`src/rtl/hazard_ctrl_if.sv`:
```
// hazard_ctrl_if
//   Bundles the decode-side hazard inputs and the hazard controller's
//   pipeline-control outputs for the 5-stage 16-bit core.
//   master : decode / pipeline side (drives ID info, consumes controls)
//   slave  : hazard_ctrl
//   Signals:
//     id_valid, id_rs, id_rt, id_use_rs, id_use_rt, id_rd, id_regwrite,
//     id_memread, id_flagwrite, id_flagread, id_br_taken   (master -> slave)
//     stall, bubble_ex, flush_ifid, forward_aluin1, forward_aluin2,
//     flag_en, stall_cnt                                   (slave -> master)
interface hazard_ctrl_if #(
    parameter int CNT_W = 16
);
    logic             id_valid;
    logic [3:0]       id_rs;
    logic [3:0]       id_rt;
    logic             id_use_rs;
    logic             id_use_rt;
    logic [3:0]       id_rd;
    logic             id_regwrite;
    logic             id_memread;
    logic             id_flagwrite;
    logic             id_flagread;
    logic             id_br_taken;

    logic             stall;
    logic             bubble_ex;
    logic             flush_ifid;
    logic [1:0]       forward_aluin1;
    logic [1:0]       forward_aluin2;
    logic             flag_en;
    logic [CNT_W-1:0] stall_cnt;

    modport master (
        output id_valid, id_rs, id_rt, id_use_rs, id_use_rt, id_rd,
               id_regwrite, id_memread, id_flagwrite, id_flagread, id_br_taken,
        input  stall, bubble_ex, flush_ifid, forward_aluin1, forward_aluin2,
               flag_en, stall_cnt
    );

    modport slave (
        input  id_valid, id_rs, id_rt, id_use_rs, id_use_rt, id_rd,
               id_regwrite, id_memread, id_flagwrite, id_flagread, id_br_taken,
        output stall, bubble_ex, flush_ifid, forward_aluin1, forward_aluin2,
               flag_en, stall_cnt
    );
endinterface

```
`src/rtl/hazard_ctrl.sv`:
```
// hazard_ctrl
//   Pipeline hazard controller. Keeps a shadow copy of the destination and
//   flag-write info of the instructions in EX/MEM/WB, detects load-use and
//   flag-use hazards against the instruction in ID, selects EX operand
//   forwarding and counts stall cycles (saturating).
//   Ports:
//     clk  - clock, rising edge
//     rst  - asynchronous active-high reset
//     hz   - hazard_ctrl_if.slave: ID inputs in, stall/bubble/flush,
//            forwarding selects, flag_en and stall_cnt out
module hazard_ctrl #(
    parameter int CNT_W = 16
) (
    input  logic           clk,
    input  logic           rst,
    hazard_ctrl_if.slave   hz
);
    typedef struct packed {
        logic       valid;
        logic       regwrite;
        logic [3:0] rd;
        logic       memread;
        logic       flagwrite;
        logic [3:0] rs;
        logic [3:0] rt;
        logic       use_rs;
        logic       use_rt;
    } ex_rec_t;

    typedef struct packed {
        logic       valid;
        logic       regwrite;
        logic [3:0] rd;
        logic       memread;
        logic       flagwrite;
    } pipe_rec_t;

    ex_rec_t          ex_q, ex_d;
    pipe_rec_t        mem_q, mem_d;
    pipe_rec_t        wb_q, wb_d;
    logic [CNT_W-1:0] stall_cnt_q, stall_cnt_d;

    logic             load_use;
    logic             flag_use;
    logic             stall;

    // Load/flag bits are carried into WB for completeness but nothing
    // downstream of WB consumes them.
    logic             unused_wb_bits;
    assign unused_wb_bits = wb_q.memread ^ wb_q.flagwrite;

    always_comb begin
        load_use = ex_q.valid & ex_q.memread & ex_q.regwrite & (ex_q.rd != 4'd0) &
                   ((hz.id_use_rs & (hz.id_rs == ex_q.rd)) |
                    (hz.id_use_rt & (hz.id_rt == ex_q.rd)));
        flag_use = hz.id_flagread & ex_q.valid & ex_q.flagwrite;
        stall    = hz.id_valid & (load_use | flag_use);
    end

    // Youngest producer wins. A load sitting in MEM is skipped: the load-use
    // stall guarantees its consumer only reaches EX once the load is in WB.
    function automatic logic [1:0] fwd_sel(input logic use_x, input logic [3:0] x);
        logic [1:0] sel;
        sel = 2'b00;
        if (use_x && (x != 4'd0)) begin
            if (mem_q.valid && mem_q.regwrite && !mem_q.memread && (mem_q.rd == x))
                sel = 2'b01;
            else if (wb_q.valid && wb_q.regwrite && (wb_q.rd == x))
                sel = 2'b10;
        end
        return sel;
    endfunction

    always_comb begin
        ex_d = ex_q;
        if (stall) begin
            ex_d.valid = 1'b0;
        end else begin
            ex_d.valid     = hz.id_valid;
            ex_d.regwrite  = hz.id_regwrite;
            ex_d.rd        = hz.id_rd;
            ex_d.memread   = hz.id_memread;
            ex_d.flagwrite = hz.id_flagwrite;
            ex_d.rs        = hz.id_rs;
            ex_d.rt        = hz.id_rt;
            ex_d.use_rs    = hz.id_use_rs;
            ex_d.use_rt    = hz.id_use_rt;
        end

        mem_d.valid     = ex_q.valid;
        mem_d.regwrite  = ex_q.regwrite;
        mem_d.rd        = ex_q.rd;
        mem_d.memread   = ex_q.memread;
        mem_d.flagwrite = ex_q.flagwrite;

        wb_d = mem_q;

        stall_cnt_d = stall_cnt_q;
        if (stall && (stall_cnt_q != '1))
            stall_cnt_d = stall_cnt_q + 1'b1;
    end

    always_ff @(posedge clk or posedge rst) begin
        if (rst) begin
            ex_q        <= '0;
            mem_q       <= '0;
            wb_q        <= '0;
            stall_cnt_q <= '0;
        end else begin
            ex_q        <= ex_d;
            mem_q       <= mem_d;
            wb_q        <= wb_d;
            stall_cnt_q <= stall_cnt_d;
        end
    end

    assign hz.stall          = stall;
    assign hz.bubble_ex      = stall;
    assign hz.flush_ifid     = hz.id_br_taken & ~stall;
    assign hz.forward_aluin1 = fwd_sel(ex_q.use_rs, ex_q.rs);
    assign hz.forward_aluin2 = fwd_sel(ex_q.use_rt, ex_q.rt);
    assign hz.flag_en        = ex_q.valid & ex_q.flagwrite;
    assign hz.stall_cnt      = stall_cnt_q;
endmodule
```
`src/flat_wrapper.sv`:
```
// flat-port wrapper written by rule: the top's interface ports become plain ports
module hazard_ctrl_flat 
#(
    parameter int CNT_W = 16
)
  (clk, rst, hz_id_valid, hz_id_rs, hz_id_rt, hz_id_use_rs, hz_id_use_rt, hz_id_rd, hz_id_regwrite, hz_id_memread, hz_id_flagwrite, hz_id_flagread, hz_id_br_taken, hz_stall, hz_bubble_ex, hz_flush_ifid, hz_forward_aluin1, hz_forward_aluin2, hz_flag_en, hz_stall_cnt);
  hazard_ctrl_if #(.CNT_W(CNT_W)) hz_i ();
  input  logic clk;
  input  logic rst;
  input wire logic [$bits(hz_i.id_valid)-1:0] hz_id_valid;
  input wire logic [$bits(hz_i.id_rs)-1:0] hz_id_rs;
  input wire logic [$bits(hz_i.id_rt)-1:0] hz_id_rt;
  input wire logic [$bits(hz_i.id_use_rs)-1:0] hz_id_use_rs;
  input wire logic [$bits(hz_i.id_use_rt)-1:0] hz_id_use_rt;
  input wire logic [$bits(hz_i.id_rd)-1:0] hz_id_rd;
  input wire logic [$bits(hz_i.id_regwrite)-1:0] hz_id_regwrite;
  input wire logic [$bits(hz_i.id_memread)-1:0] hz_id_memread;
  input wire logic [$bits(hz_i.id_flagwrite)-1:0] hz_id_flagwrite;
  input wire logic [$bits(hz_i.id_flagread)-1:0] hz_id_flagread;
  input wire logic [$bits(hz_i.id_br_taken)-1:0] hz_id_br_taken;
  output wire logic [$bits(hz_i.stall)-1:0] hz_stall;
  output wire logic [$bits(hz_i.bubble_ex)-1:0] hz_bubble_ex;
  output wire logic [$bits(hz_i.flush_ifid)-1:0] hz_flush_ifid;
  output wire logic [$bits(hz_i.forward_aluin1)-1:0] hz_forward_aluin1;
  output wire logic [$bits(hz_i.forward_aluin2)-1:0] hz_forward_aluin2;
  output wire logic [$bits(hz_i.flag_en)-1:0] hz_flag_en;
  output wire logic [$bits(hz_i.stall_cnt)-1:0] hz_stall_cnt;
  assign hz_i.id_valid = hz_id_valid;
  assign hz_i.id_rs = hz_id_rs;
  assign hz_i.id_rt = hz_id_rt;
  assign hz_i.id_use_rs = hz_id_use_rs;
  assign hz_i.id_use_rt = hz_id_use_rt;
  assign hz_i.id_rd = hz_id_rd;
  assign hz_i.id_regwrite = hz_id_regwrite;
  assign hz_i.id_memread = hz_id_memread;
  assign hz_i.id_flagwrite = hz_id_flagwrite;
  assign hz_i.id_flagread = hz_id_flagread;
  assign hz_i.id_br_taken = hz_id_br_taken;
  assign hz_stall = hz_i.stall;
  assign hz_bubble_ex = hz_i.bubble_ex;
  assign hz_flush_ifid = hz_i.flush_ifid;
  assign hz_forward_aluin1 = hz_i.forward_aluin1;
  assign hz_forward_aluin2 = hz_i.forward_aluin2;
  assign hz_flag_en = hz_i.flag_en;
  assign hz_stall_cnt = hz_i.stall_cnt;
  hazard_ctrl #(.CNT_W(CNT_W)) u_core (.clk(clk), .rst(rst), .hz(hz_i));
endmodule
```
`config.mk`:
```
export PLATFORM = sky130hd
export DESIGN_NAME = hazard_ctrl_flat
export DESIGN_NICKNAME = d
export VERILOG_FILES = /design/src/rtl/hazard_ctrl_if.sv /design/src/rtl/hazard_ctrl.sv /design/src/flat_wrapper.sv
export SDC_FILE = /design/constraint.sdc
export NUM_CORES = 1
export LEC_CHECK = 0
export CORE_MARGIN = 5
export CORE_UTILIZATION = 25
export CTS_CLUSTER_SIZE = 24
export DETAILED_ROUTE_END_ITERATION = 6
export DONT_BUFFER_PORTS = 1
export GPL_TIMING_DRIVEN = 0
export PLACE_DENSITY = 0.38
export SYNTH_ARGS = -nofsm -noshare
export SYNTH_HDL_FRONTEND = slang
export SYNTH_SLANG_ARGS = --single-unit
```
`constraint.sdc`:
```
create_clock -name clk -period 3.7 [get_ports clk]
set_input_delay 0.74 -clock clk [delete_from_list [all_inputs] [get_ports clk]]
set_output_delay 0.74 -clock clk [all_outputs]
set_load 0.01 [all_outputs]
```
==> impl_metrics.ini, run 1 <==
[setup_path]
critPathCaptureType = output port
crit_required_ns = 2.96
rr_endpoint = u_core.ex_q[1]
crit_path_max_fanout = 10
crit_type = flip-flop to output port
startpoint_type = flip-flop
rr_worst_depth = 6
critical_path_arrival_ns = 2.50
rrSetupSlack_ns = 1.28
r2r_start = u_core.ex_q[13]

[sta]
hold_viol_final = 0
whs_ns = 0.330
finalCritPeriodShare = 0.877
finalSetupViolations = 0
fin_skew_ns = 0.00660
drv_slew = 0
fin_setup_tns_ns = 0
finalCriticalPeriod_ns = 3.24
slew_headroom = 0.588
tightest_slew_ns = 0.615
grt_setup_unrepaired = false
fmax_mhz = 308

[synthesis]
async_flop_share = 1.00
synth_edf_count = 0
synth_ff_type = dfrtp_1
yosys_warnings = 0
syn_nets = 201
syn_area_per_cell_sq_um = 12.2
synth_area_sq_um = 2180
synth_seq_cells = 47
synthCells = 178
synth_cell_type_count = 29
synth-seq-area-share = 0.540

[detailed_routing]
num_vias = 1356
drtIter0Drc = 23
routedWlPerCell_um = 16.8
drc = 0
vias_per_cell = 4.60
first_pass_iters = 4
wirelength_mm = 4.96
ant_nets = 0

[pwr]
p_comb_frac = 0.097
p_clk_frac = 0.373
seqPwrFrac = 0.530
p_int_mw = 0.887
p_sw_frac = 0.248
powerDensity_nw_per_um2 = 478
irDropWorstVdd_mv = 0.184
power_switching_mw = 0.293
finalPower_mw = 1.18
leakage_nw = 1.02

[flow_run]
maxCapViolCount = 0

[placement]
dp_hpwl_mm = 3.85
gp_congestion = 0.833
io_buffers = 0

[cells_and_area]
layout.nets = 209
diodes = 0
final_common_cell = dfrtp_1
final_cell_mix = dfrtp_1 (47), xnor2_1 (20), xor2_1 (17), mux2_2 (15), nand2_1 (11)
drive_above_1_share = 0.176
syn2layout_area_growth_pct = 13.2

[clocking]
clkSinkCount = 47
h-tree-depth = 2
numCtsBuffers = 5
post_cts_buffers = 0
cts_tree = built
cts.repair.resized = 0
worstSkewPairLatency_ns = 0.29
cts-root-buf = clkbuf_8
cts.clk_slew.worst_paths_ns = 0.09
cts.hold.buffers_added = 0
clock_path_buffers = 2

[global_routing]
grt_pass1_wl_mm = 8.16
overflow = 0
grt_pass1_vias = 1500
grt_max_degree = 29
antenna_found_initial = 0
grt_usage = 0.101

[floorplan]
rows = 34
core_sq_um = 8590
io_pins = 46
fp.dieH_um = 103
floorplan.initialDensity = 0.254
fp.dieW_um = 103
die_area_sq_um = 10700

[worst_hold_path]
hp-class = primary input to async pin

[outcome]
status = complete, no violations
[logic make-up after synthesis]
kind of cell | Yosys count | share of synthesized area
AND/OR/NAND/NOR | 59 | 0.154
flip-flops | 47 | 0.540
XOR/XNOR | 37 | 0.149
multiplexers | 18 | 0.0930
AO/OA/AOI/OAI | 8 | 0.0333
buffers and inverters | 8 | 0.0258
adder cells (fa/ha/maj) | 1 | 0.00574
[critical path: stages, from the launching register on]
cell	delay, ns
dfrtp_1	0.46
or4_1	0.56
nand4_1	0.17
nor3_2	0.09
o31ai_4	0.44
buf_6	0.23
inv_1	0.10
buf_4	0.15
[cell type report]
| cell class | count | area [sq um] |
|---|---|---|
| fill | 888 | 6130 |
| sequential | 47 | 1180 |
| multi-input combinational | 123 | 947 |
| tap | 108 | 135 |
| clock buffer | 6 | 72.6 |
| clock inverter | 2 | 60.1 |
| buffer | 4 | 41.3 |
| timing repair buffer | 1 | 20.0 |
| inverter | 4 | 15.0 |
[power groups by stage]
stage	combinational (mW)	sequential [mW]	clock [mW]
final	0.114	0.625	0.440
after global routing	0.132	0.636	0.476
after CTS	0.118	0.627	0.458
after detailed placement	0.117	0.638	0
after global placement	0.111	0.637	0
after floorplan	0.0950	0.621	0
[per-stage QoR]
stage                util  std cells  setup WS (ns)  instance area, sq um
floorplan               -        178           1.05                  2180
global placement    0.269        286          0.729                  2310
detailed placement  0.272        287          0.750                  2330
CTS                 0.287        295          0.379                  2470
global route        0.287        295          0.297                  2470
finish              0.287        295          0.456                  2470
[layer usage]
layer | vias to the layer above | GRT usage | share of wire
met5 | - | 0 | 0
met4 | 0 | 0.0299 | 0.012
met3 | 6 | 0.0423 | 0.077
met2 | 31 | 0.167 | 0.50
met1 | 673 | 0.120 | 0.41
li1 | 646 | - | -
[how the worst max path moves through the flow]
stage | from | endpoint | slack [ns] | cells past startpoint
after floorplan | u_core.ex_q[13] | hz_stall | 1.05 | 7
after global placement | u_core.ex_q[13] | hz_stall | 0.73 | 7
after detailed placement | u_core.ex_q[13] | hz_stall | 0.75 | 7
after CTS | u_core.ex_q[13] | hz_stall | 0.38 | 7
after global routing | u_core.ex_q[13] | hz_stall | 0.30 | 7
final | u_core.ex_q[13] | hz_stall | 0.46 | 7
[sequential cells by signal, summed over array words and instances, names as in the netlist]
register,flops
u_core.mem_q,7
u_core.hz.stall_cnt,16
u_core.wb_q,6
u_core.ex_q,18
[Yosys cell counts, types with 2 or more instances]
| cell | count | share of area |
|---|---|---|
| and4_1 | 2 | 0.0080 |
| nand3_1 | 10 | 0.023 |
| mux2_2 | 15 | 0.077 |
| mux2_1 | 3 | 0.015 |
| nor3_1 | 7 | 0.016 |
| xor2_1 | 17 | 0.068 |
| nor4b_1 | 3 | 0.012 |
| nand4_1 | 3 | 0.0086 |
| nor4_1 | 9 | 0.026 |
| dfrtp_1 | 47 | 0.54 |
| xnor2_1 | 20 | 0.080 |
| nor2_1 | 4 | 0.0069 |
| nor3_2 | 3 | 0.014 |
| and2_1 | 2 | 0.0057 |
| and3_1 | 2 | 0.0057 |
| nand2_1 | 11 | 0.019 |
| buf_6 | 3 | 0.015 |
| a31oi_1 | 2 | 0.0057 |
| o41ai_1 | 2 | 0.0080 |
| inv_1 | 4 | 0.0069 |
No activity file was read; power rests on OpenSTA's default activity.
==> inputs of run 2 (changes only) <==
CTS_BUF_LIST = sky130_fd_sc_hd__clkbuf_8   (was not set)
PLACE_DENSITY = not set   (was 0.38)
==> run 2 against run 1 <==
Core utilization is 0.20 points lower. Maximum frequency is 0.45% lower. Worst hold slack worse by 0.0086 ns. Final area is 0.71% lower.
==> impl_metrics.ini, run 2 (same netlist as run 1, synthesis figures left out) <==
[clocking]
h-tree-depth = 2
numCtsBuffers = 5
post_cts_buffers = 0
cts.hold.buffers_added = 0
clock_path_buffers = 2
cts-root-buf = clkbuf_8
cts_tree = built
worstSkewPairLatency_ns = 0.30
cts.repair.resized = 0
cts.clk_slew.worst_paths_ns = 0.10
clkSinkCount = 47

[sta]
finalSetupViolations = 0
hold_viol_final = 0
finalCriticalPeriod_ns = 3.26
fin_setup_tns_ns = 0
fmax_mhz = 307
tightest_slew_ns = 0.591
grt_setup_unrepaired = false
fin_skew_ns = 0.0195
slew_headroom = 0.604
whs_ns = 0.322
drv_slew = 0
finalCritPeriodShare = 0.881

[detailed_routing]
wirelength_mm = 4.83
num_vias = 1352
routedWlPerCell_um = 16.4
drc = 0
first_pass_iters = 4
drtIter0Drc = 56
ant_nets = 0
vias_per_cell = 4.58

[global_routing]
overflow = 0
antenna_found_initial = 1
grt_max_degree = 30
grt_pass1_wl_mm = 7.73
grt_usage = 0.0949
grt_pass1_vias = 1431

[cells_and_area]
fill_cells = 916
diodes = 0
syn2layout_area_growth_pct = 12.4
drive_above_1_share = 0.182
design_area_sq_um = 2450
layout.nets = 209
top_register = u_core.ex_q
largest_register_ff_count = 18
final_cell_mix = dfrtp_1 (47), xnor2_1 (20), xor2_1 (17), mux2_2 (15), nand2_1 (11)
final_common_cell = dfrtp_1

[setup_path]
crit_path_max_fanout = 10
crit_required_ns = 2.96
rrSetupSlack_ns = 1.27
crit_type = flip-flop to output port
critical_path_arrival_ns = 2.52
critPathCaptureType = output port
startpoint_type = flip-flop

[flow_run]
maxCapViolCount = 0

[floorplan]
fp.dieW_um = 103
io_pins = 46
fp.dieH_um = 103
die_area_sq_um = 10700
floorplan.initialDensity = 0.254
rows = 34
core_sq_um = 8590

[pwr]
powerDensity_nw_per_um2 = 458
irDropWorstVdd_mv = 0.320
leakage_nw = 1.01

[placement]
post_dp_cell_area_sq_um = 2330
dp_hpwl_mm = 3.75
io_buffers = 0
gp_congestion = 0.756

[worst_hold_path]
hp-class = primary input to async pin

[outcome]
status = complete, no violations
run 2: changes by cell type in the layout (fill, tap and decap cells not counted), sizes merged:
| cell | before | now |
|---|---|---|
| clkinvlp | 0 | 1 |
| clkbuf | 6 | 5 |
| bufinv | 2 | 1 |
| inv | 4 | 5 |
run 2: per-stage QoR:
stage,util,instances,worst slack (ns),total power [mW]
after global routing,0.285,295,0.262,1.19
after detailed placement,0.272,287,0.746,0.752
after global placement,0.269,286,0.752,0.746
after CTS,0.285,295,0.388,1.14
after floorplan,-,178,1.05,0.716
final,0.285,295,0.441,1.12
run 2: worst max-delay path: stages, from the launching register on:
cell	delay (ns)
dfrtp_1	0.46
or4_1	0.53
nand4_1	0.18
nor3_2	0.11
o31ai_4	0.44
buf_6	0.23
inv_1	0.10
buf_4	0.15
run 2: final cells by class:
cell class | count | area, sq um | share of cell area
flip-flops and latches | 47 | 1180 | 0.480
multi-input cells | 123 | 947 | 0.387
well taps | 108 | 135 | 0.0552
clock buffers | 5 | 68.8 | 0.0281
clock inverters | 3 | 46.3 | 0.0189
plain buffers | 4 | 41.3 | 0.0169
repair buffers | 1 | 20.0 | 0.00817
inverters | 4 | 15.0 | 0.00613
run 2: power breakdown:
group	total (mW)	switching [mW]	internal, mW	leakage (nW)
Clock	0.383	0.179	0.204	0.0548
Sequential	0.627	0.0698	0.557	0.569
Combinational	0.111	0.0517	0.0596	0.389
Total	1.12	0.301	0.820	1.01
run 2: path summary, 6_finish.rpt:
check / startpoint / end / cells after the start
max in group asynchronous: rst / u_core.ex_q[3] / 2
worst min register to register: u_core.mem_q[6] / u_core.wb_q[6] / 0
worst min-delay path: rst / u_core.hz.stall_cnt[8] / 1
min in group clk: u_core.mem_q[6] / u_core.wb_q[6] / 0
worst max-delay path: u_core.ex_q[13] / hz_stall / 7
worst max register to register: u_core.ex_q[13] / u_core.ex_q[0] / 6
run 2: routing by layer:
metal  GRT usage  routed length, um  up-vias
li1            -                  -      647
met1       0.130               2190      667
met2       0.142               2240       28
met3      0.0315                326        8
met4      0.0299                 64        2
met5           0                  7        -
==> inputs of run 3 (changes only) <==
SETUP_SLACK_MARGIN = 0.05   (was not set)
==> results of run 3 <==
Final layout, timing and power as in run 2 (identical DEF).
